File: src/rtl/rr_arbiter_2.sv
// Two-master round-robin arbiter with done/request-drop release and a hold-time limit.
// Priority pointer alternates after every grant; all outputs are registered.
module rr_arbiter_2 #(
  parameter int unsigned HOLD_MAX = 8,
  parameter int unsigned CNT_W    = 4
) (
  input  logic       clk,
  input  logic       reset,
  input  logic [1:0] req,
  input  logic [1:0] done,
  output logic [1:0] gnt,
  output logic       owner,
  output logic       busy,
  output logic       timeout
);

  typedef enum logic [1:0] {IDLE, GRANT, RELEASE} state_t;

  localparam logic [CNT_W-1:0] HOLD_LAST = CNT_W'(HOLD_MAX - 1);
  localparam logic [CNT_W-1:0] CNT_ONE   = CNT_W'(1);
  localparam logic [CNT_W-1:0] CNT_SAT   = '1;

  state_t           state_q, state_d;
  logic             ptr_q, ptr_d;
  logic [CNT_W-1:0] hold_cnt_q, hold_cnt_d;
  logic [1:0]       gnt_q, gnt_d;
  logic             owner_q, owner_d;
  logic             busy_q, busy_d;
  logic             timeout_q, timeout_d;
  logic             rel, lim;

  always_comb begin
    state_d    = state_q;
    ptr_d      = ptr_q;
    hold_cnt_d = hold_cnt_q;
    gnt_d      = gnt_q;
    owner_d    = owner_q;
    timeout_d  = 1'b0;
    rel        = 1'b0;
    lim        = 1'b0;
    case (state_q)
      IDLE: begin
        if (req != 2'b00) begin
          owner_d    = req[ptr_q] ? ptr_q : ~ptr_q;
          gnt_d      = owner_d ? 2'b10 : 2'b01;
          hold_cnt_d = '0;
          state_d    = GRANT;
        end
      end
      GRANT: begin
        rel = done[owner_q] | ~req[owner_q];
        lim = (hold_cnt_q == HOLD_LAST);
        if (rel || lim) begin
          // a genuine release on the limit edge wins, so no timeout then
          gnt_d     = 2'b00;
          ptr_d     = ~owner_q;
          timeout_d = ~rel;
          state_d   = RELEASE;
        end else if (hold_cnt_q != CNT_SAT) begin
          hold_cnt_d = hold_cnt_q + CNT_ONE;
        end
      end
      RELEASE: state_d = IDLE;
      default: begin
        state_d = IDLE;
        gnt_d   = 2'b00;
      end
    endcase
    busy_d = (state_d != IDLE);
  end

  always_ff @(posedge clk or posedge reset) begin
    if (reset) begin
      state_q    <= IDLE;
      ptr_q      <= 1'b0;
      hold_cnt_q <= '0;
      gnt_q      <= 2'b00;
      owner_q    <= 1'b0;
      busy_q     <= 1'b0;
      timeout_q  <= 1'b0;
    end else begin
      state_q    <= state_d;
      ptr_q      <= ptr_d;
      hold_cnt_q <= hold_cnt_d;
      gnt_q      <= gnt_d;
      owner_q    <= owner_d;
      busy_q     <= busy_d;
      timeout_q  <= timeout_d;
    end
  end

  assign gnt     = gnt_q;
  assign owner   = owner_q;
  assign busy    = busy_q;
  assign timeout = timeout_q;

endmodule

File: config.mk
export PLATFORM = sky130hd
export DESIGN_NAME = rr_arbiter_2
export DESIGN_NICKNAME = d
export VERILOG_FILES = /design/src/rtl/rr_arbiter_2.sv
export SDC_FILE = /design/constraint.sdc
export NUM_CORES = 1
export LEC_CHECK = 0
export BUFFER_PORTS_ARGS = -buffer_cell sky130_fd_sc_hd__buf_2
export CORE_AREA = 2 2 39 41
export DETAILED_ROUTE_END_ITERATION = 12
export DIE_AREA = 0 0 41 43
export PLACE_DENSITY_LB_ADDON = 0.3
export SYNTH_ARGS = -nofsm -noshare
export SYNTH_HDL_FRONTEND = slang
export SYNTH_SLANG_ARGS = --single-unit
export TNS_END_PERCENT = 50
File: constraint.sdc
create_clock -name clk -period 2.9 [get_ports clk]
set_input_delay 0.58 -clock clk [delete_from_list [all_inputs] [get_ports clk]]
set_output_delay 0.58 -clock clk [all_outputs]
set_load 0.01 [all_outputs]
==> results by stage, run 1 <==
Placed design:
- Input and output buffers added on the ports amount to 10.
- At the end of routability-driven placement, the weighted congestion stood at 0.809.
- The post-place instance area is between 600 and 700 um^2.
- The half-perimeter wire length after detailed placement is approximately 780 um.
- The setup slack at placement is ~1.1 ns.

Timing:
- The number of pins with negative max-slew slack in the final report is 0.
- The final-report hold violation count is 0.
- Setup violations remaining at the end of the flow were counted as 0.
- The post-route clock skew is between 0.004 and 0.005 ns.
- The post-route clock period utilization is 0.544.
- The time the final worst path needs with I/O delays and setup is 1.58 ns.
- The relative max-transition margin is 0.692.
- At the pin with the least slew margin, the transition time is 0.461 ns.
- The worst setup margin is 1.32 ns.
- After routing, the total negative slack on setup checks comes to 0 ns.
- The fmax is 0.634 GHz.
- Setup repair after global routing left no endpoint under its margin.

Layout:
- Of the cells placed in the final design, the portion with a size suffix greater than 1 is 0.254.
- The final net count is 76.
- Compared with the post-synthesis result, the final layout area differs by 16.4%.
- The multi-input combinational cells in the finished layout cover a total of 254 um^2.
- In the layout the commonest cells are dfrtp_1, buf_2, o21ai_0.
- After filler insertion, the fill cell instance count of the layout stands at ~130.
- The leading cell type in the layout, fill and taps excluded is dfrtp_1.
- The finished cells cover roughly 660 um^2.
- The sequential cells in the finished layout cover a total of around 300 um^2.
- The count of inserted antenna diode cells is 0.

Detailed routing:
- The detail route stage leaves a number of antenna-violating nets equal to 0.
- The detailed router finished its first iteration with 6 violations.
- The wire length per cell after detailed routing is 12.4 um.
- The total wire length is about 1000 um.
- The first detailed-routing pass took 4 iterations.
- The final routed DRC violation total is 0.
- The routed layout has between 400 and 500 vias.
- The routed via count divided by cell count is between 5 and 6.

Yosys:
- Of the total synthesized cell area, the portion taken by full adders, half adders and majority gates is 0.0221.
- The count of cell types in the netlist is 24.
- The simple logic cell fraction of the synthesized area is 0.197.
- Yosys printed 0 warnings.
- By area the synthesized netlist is led by dfrtp_1, o21ai_0, o21a_1, a21oi_1, nor2_1.
- The area share of the largest cell type after synthesis is 0.531.
- The mean area per synthesized cell is roughly 10 um^2.
- dfrtp_1 takes more of the synthesized area than any other cell.
- The flop and latch count out of synthesis is 12.
- The mux cell area share after synthesis is 0.
- The most used flip-flop cell after synthesis is dfrtp_1.
- The cell area that synthesis handed to floorplanning was roughly 570 um^2.
- Of the total synthesized cell area, the portion taken by XOR and XNOR cells is 0.
- After technology mapping, the gate count stands at 54.
- Of the synthesized area, sequential elements account for 0.531.
- The number of nets produced by synthesis is 61.
- The number of synthesized flops with an enable pin is 0.
- After synthesis, the share of flip-flops with an asynchronous set or reset is 1.00.
- By area, the combinational part of the netlist is dominated by compound AO/OA/AOI/OAI gates.
- The complex-gate fraction of the synthesized area is 0.230.

Clock network:
- The post-CTS resize count is 0.
- The cts-stage hold buffer count is 0.
- The buffer levels on the longest clock path is 2.
- The post-CTS setup buffer count is 0.
- The clock tree from TritonCTS is done.
- Clock-pin slew was measured on the worst setup and hold paths at approximately 0.07 ns.
- The master cell of the clock root buffer is clkbuf_4.
- The clock sink total is 12.
- For the worst-skew pair, the clock arrives at the later sink with an insertion delay of approximately 0.27 ns.
- The depth of the CTS H-tree is 1.
- The number of buffers created by CTS is 3.

Power:
- In this run the power spent charging and discharging nets is around 0.23 mW.
- Of the total power, combinational logic draws 0.376.
- Of the total power, registers draw 0.459.
- The internal portion of the total power is just under 0.4 mW.
- The analysis attributes to cell leakage a power of approximately 0.31 nW.
- The proportion of total power due to net switching is 0.372.
- The share of total power dissipated in the clock network is 0.165.
- The power density over cell area is 934 mW/mm^2.
- The peak supply drop is roughly 440 uV.

Critical path:
- The worst setup path is captured at a flop.
- Setup slack on the worst reg-to-reg path comes out at 1.32 ns.
- The critical path class is flop to flop.
- The worst register-to-register path has a depth of 5.
- Data arrives at the worst endpoint at 1.74 ns.
- The worst register-to-register path begins at hold_cnt_q[0].
- The startpoint kind of the worst setup timing path is a flop.
- The largest fanout of any net on the critical path is 4.
- The worst reg2reg path endpoint is hold_cnt_q[1].
- Data on the critical path is required at its endpoint by slightly above 3 ns.

Floorplanning:
- The full die area is 0.00176 mm^2.
- The top-level port count is 11.
- The initial standard-cell utilization of the core is 0.409.
- The number of core rows is 14.
- The die height is around 43 um.
- The region available for standard cell placement spans about 0.0014 mm^2.
- In this run the horizontal extent of the chip is 41 um.

GRT:
- The global route total overflow is 0.
- The number of global-route vias before repair is 415.
- The number of antenna violations at the first check in global routing is 0.
- The global routing usage summed across all routing layers is 0.144.
- The largest net degree at the start of global routing is 13.
- The wire length of the first global-routing pass is roughly 1700 um.

Flow run:
- The tool flagged a number of max-cap violations equal to 0.

Worst hold path:
- The path type of the worst min-delay path is primary input to asynchronous set/reset pin.

Run status:
- The run finished with clean final reports.
## state kept, by name, summed over array words and instances (netlist names)
register,cells
busy,1
gnt,2
hold_cnt_q,4
owner,1
ptr_q,1
state_q,2
timeout,1
## worst max path at each step
stage / depth (start not counted) / slack [ns] / from / endpoint
6_report: 5 / 1.32 / hold_cnt_q[0] / hold_cnt_q[1]
5_1_grt: 5 / 1.22 / hold_cnt_q[0] / hold_cnt_q[1]
4_1_cts: 5 / 1.31 / hold_cnt_q[0] / hold_cnt_q[1]
3_5_place_dp: 5 / 1.15 / req[0] / hold_cnt_q[3]
3_3_place_gp: 5 / 1.17 / req[0] / hold_cnt_q[3]
2_1_floorplan: 4 / 1.32 / done[0] / hold_cnt_q[3]
## critical path, stage by stage, from the launching register on
cell     delay, ns
dfrtp_1       0.41
ha_1          0.24
and4_1        0.19
nor3_1        0.25
o21ai_0       0.16
a32o_1        0.22
## metal layers
layer | wire (um) | track usage
met1 | 504 | 0.186
met2 | 465 | 0.203
met3 | 42 | 0.0314
met4 | 20 | 0.100
met5 | 0 | 0
## layout make-up
class	count	share of cell area
well taps	16	0.0304
repair buffers	10	0.0760
clock buffers	3	0.0342
inverters	3	0.0171
flip-flops and latches	12	0.456
multi-input cells	39	0.386
## power by group through the flow
stage | Combinational (mW) | Sequential, mW | Clock (mW)
2_1_floorplan | 0.160 | 0.287 | 0
3_3_place_gp | 0.230 | 0.287 | 0
3_5_place_dp | 0.232 | 0.286 | 0
4_1_cts | 0.234 | 0.283 | 0.101
5_1_grt | 0.260 | 0.291 | 0.107
6_report | 0.231 | 0.282 | 0.101
## synthesized netlist by cell type (all sizes together), types with 2 or more instances
library cell,instances
dfrtp,12
o21ai,5
a21oi,4
nor2,4
inv,3
nand2,3
o21a,3
a31oi,2
nand3,2
nor3,2
## cells by family (layout without fill, tap and decap cells)
| group | Yosys count | after routing |
|---|---|---|
| buffers and inverters | 3 | 16 |
| flip-flops | 12 | 12 |
| adder cells (fa/ha/maj) | 1 | 1 |
| AO/OA/AOI/OAI | 19 | 19 |
| AND/OR/NAND/NOR | 19 | 19 |
## per-stage QoR
stage | hold WS (ns) | power, mW | std cells | utilization
detailed placement | 0.502 | 0.517 | 80 | 0.459
global route | 0.345 | 0.658 | 83 | 0.476
global placement | 0.500 | 0.517 | 80 | 0.459
floorplan | 0.445 | 0.447 | 54 | -
finish | 0.301 | 0.614 | 83 | 0.476
CTS | 0.322 | 0.617 | 83 | 0.476
Note: power is estimated with default switching activity, not from simulation.
==> run 2: changes to the inputs <==
ABC_AREA = 1   (was unset)
CORE_AREA = unset   (was 2 2 39 41)
CORE_UTILIZATION = 46   (was unset)
DIE_AREA = unset   (was 0 0 41 43)
clock period = 1.4 ns   (was 2.9 ns; I/O delays follow)
==> results by stage, run 2 <==
Run status:
- The flow ran to the end, but the final reports show violations.
- The final reports fail on negative hold slack.

Power:
- The portion of total power attributed to the clock network is 0.185.
- The proportion of total power due to net switching is 0.423.
- The peak supply drop is 1230 uV.
- Of the total power, registers draw 0.383.
- The power density over cell area is 2000 mW/mm^2.
- The leakage power figure is between 0.4 and 0.5 nW.
- The share of total power dissipated in combinational logic is 0.432.
- The internal power is between 0.8 and 0.9 mW.
- For this design the total switching power over the nets is 0.631 mW.

Placed design:
- Before CTS, the worst setup slack after placement is ~0.077 ns.
- The count of buffers from port buffering is 10.
- The placed instance count is ~110.
- Once detailed placement completed, the half-perimeter wirelength came to between 800 and 900 um.
- The post-place instance area is ~690 um^2.
- The final weighted congestion in routability-driven placement is about 0.86.

Yosys:
- In the synthesized netlist the dominant register cell turns out to be dfrtp_1.
- After technology mapping, the gate count stands at 82.
- The cell area after synthesis is approximately 630 um^2.
- Of the post-synthesis cell area, the dominant cell type holds 0.479.
- Averaged over all synthesized cells, the footprint is 7.64 um^2.
- For this run, asynchronously set or reset flops after synthesis account for 1.00.
- The warning count from the yosys run is 0.
- By area the synthesized netlist is led by dfrtp_1, nand2_1, inv_1, nand3_1, nor2_1.
- The top cell type by total area after synthesis is dfrtp_1.
- Yosys instantiated no cell more often than nand2_1.
- Counting instances in the post-synthesis netlist gives the leading cell types as nand2_1, dfrtp_1, inv_1.
- The flop and latch count out of synthesis is 12.
- The number of synthesized flops with an enable pin is 0.
- In this run, distinct cell masters in the synthesized netlist total 14.
- The number of nets handed over by synthesis was a little under 90.
- The proportion of synthesized chip area in sequential cells is 0.479.

GRT:
- The met2 track demand over resource is 0.296.
- The number of antenna violations at the first check in global routing is 0.
- In the global route stage, met1 resource usage came out at 0.221.
- Summed over all layers, the global routing overflow is 0.
- The first global-routing pass estimated around 1800 um of wire.
- The global-route met3 utilization is 0.0520.
- The global routing usage summed across all routing layers is 0.184.
- The number of global-route vias before repair is between 400 and 500.
- The largest net degree at the start of global routing is 13.
- In this run the most used layer during global routing was met2.

Critical path:
- STA classifies the critical path startpoint as a flop.
- The slowest library cell on the worst path is dfrtp_1.
- STA classifies the critical path endpoint as a flop.
- The critical path starts at hold_cnt_q[0].
- The largest incremental delay on the critical path is 0.43 ns.
- The kind of cell with the highest combined delay along the critical path is simple AND/OR/NAND/NOR gates.
- For the worst setup path, the data arrival time is between 1 and 1.5 ns.
- STA puts the critical path data required time at 1.56 ns.
- Counting stages on the worst path, the most repeated cell is nand2_1.
- The worst flop-to-flop path startpoint is hold_cnt_q[0].
- The worst setup path is of the flop to flop kind.
- The signal on the critical path passes through ha_4 > nand2_2 > inv_2 > nand2_2 > nand2_1 > nand2_4 > nand2_4 > nand2_1 > nand2_1.
- The count of buffer and inverter cells on the critical path is 1.
- The largest fanout of any net on the critical path is 8.

Timing:
- At the pin with the least slew margin, the transition time is between 0.4 and 0.5 ns.
- The final-report hold violation count was 5.
- Setup slack on the critical path of the routed design comes to 0.106 ns.
- The time the final worst path needs with I/O delays and setup is about 1.3 ns.
- The sum of negative setup slack is 0 ns.
- The number of failing setup endpoints in the final timing report is 0.
- Final hold analysis gives a worst-case slack of -0.00462 ns.
- The post-route clock period utilization is 0.924.
- The clock arrives with between 0.005 and 0.006 ns of skew.
- The relative max-transition margin is 0.698.
- Setup repair after global routing left no endpoint under its margin.
- The number of pins with negative max-slew slack in the final report is 0.
- Based on the critical path, the design can be clocked at up to 0.773 GHz.

Detailed routing:
- After the first detailed-routing iteration, the DRC count stood at 12.
- The remaining antenna violation count after routing is 0.
- In the routed design, unresolved DRC markers number 0.
- The total wire length is roughly 1100 um.
- The count of vias placed by the detailed router is around 530.
- In the routed layout, each cell is associated on average with a via count of about 4.8.
- The first TritonRoute pass finished after 4 iterations.
- The wire length per cell after detailed routing is around 10 um.

Clock network:
- The clock tree from TritonCTS is done.
- Clock tree synthesis inserted a total of 3 buffers.
- The insertion delay of the later-clocked pin in the worst-skew pair is 0.27 ns.
- The depth of the CTS H-tree is 1.
- Clock-pin slew was measured on the worst setup and hold paths at 0.08 ns.
- The buffer levels on the longest clock path is 2.
- CTS saw 12 sinks.
- The master cell of the clock root buffer is clkbuf_4.

Layout:
- The top cell types in the final layout, fill and taps aside, are nand2_1, inv_1, dfrtp_1.
- Summing all non-filler instances in the final layout gives an area of 746 um^2.
- The number of antenna diodes in the final layout is 0.
- The final instance count without filler cells is 110.
- Of the cells placed in the final design, the portion with a size suffix greater than 1 is 0.271.
- After the last flow step, the layout net total stands at between 100 and 150.
- Counting flops per register, the top entry is hold_cnt_q.
- The number of flip-flops under the largest register name is 4.
- The leading cell type in the layout, fill and taps excluded is nand2_1.
- Relative to the synthesized area, the layout overhead comes to 19.0%.

Floorplanning:
- The initial standard-cell utilization of the core is 0.528.
- The die height is 38.9 um.
- After floorplanning, the core was divided into 12 placement rows.
- The core region is 0.00119 mm^2.
- The full die area is ~0.0015 mm^2.
- The die extent in x is 38.9 um.
- In this run the count of I/O pins placed on the die edge is 11.

Worst hold path:
- The path type of the worst min-delay path is primary input to asynchronous set/reset pin.

Flow run:
- The max-cap violation count is 0.
[run 2: cell count changes in the layout (fill, tap and decap cells not counted), moves of 2 or more]
cell and delta:
nand2_1 +23, inv_2 +2, a31oi_1 -2, o21a_1 -3, o21ai_0 -3, inv_1 +9
nand2_2 +5, nor2_1 +4, nand2_4 +2, a21oi_1 -4, nand3_1 +6
[run 2: per-layer routing]
layer  wire, um  vias to the layer above  part of all wire
li1           -                      276                 -
met1        549                      229              0.48
met2        525                       18              0.46
met3         48                        4             0.042
met4         16                        0             0.014
met5          0                        -                 0
[run 2: path summary, 6_finish.rpt]
check,endpoint,slack (ns),depth (start not counted)
worst max register to register,hold_cnt_q[0],0.11,9
max in group asynchronous,timeout,1.09,2
worst min-delay path,state_q[0],-0.005,2
min in group clk,gnt[1],0.36,4
worst min register to register,gnt[1],0.47,2
worst max-delay path,hold_cnt_q[0],0.11,9
[run 2: layout make-up]
type / count / area, um^2
Tap cell: 14 / 17.5
Fill cell: 104 / 440
Sequential cell: 12 / 300
Inverter: 14 / 52.6
Multi-Input combinational cell: 56 / 289
Clock buffer: 4 / 36.3
Timing Repair Buffer: 10 / 50.0
[run 2: cell families (layout without fill, tap and decap cells)]
kind of cell | count (synthesis) | in the layout | synth area share
fa+ha+maj | 1 | 1 | 0.0200
compound gates | 4 | 4 | 0.0499
simple gates | 51 | 51 | 0.367
buf+inv | 14 | 28 | 0.0838
flops | 12 | 12 | 0.479
[run 2: what timing repair did]
action,CTS,global route
setup buffers,0,0
hold endpoints to repair,0,0
endpoints found under the setup margin,0,5
gates resized for setup,0,3
hold buffers,0,0
[run 2: power by group through the flow]
stage	logic, mW	registers (mW)	clock network, mW
2_1_floorplan	0.472	0.571	0
5_1_grt	0.750	0.583	0.289
3_3_place_gp	0.635	0.556	0
6_report	0.645	0.572	0.277
4_1_cts	0.645	0.557	0.275
3_5_place_dp	0.639	0.560	0
[run 2: metrics by stage]
step | power [mW] | util
final | 1.49 | 0.629
after global routing | 1.62 | 0.629
after CTS | 1.48 | 0.616
after detailed placement | 1.20 | 0.585
after global placement | 1.19 | 0.585
after floorplan | 1.04 | -
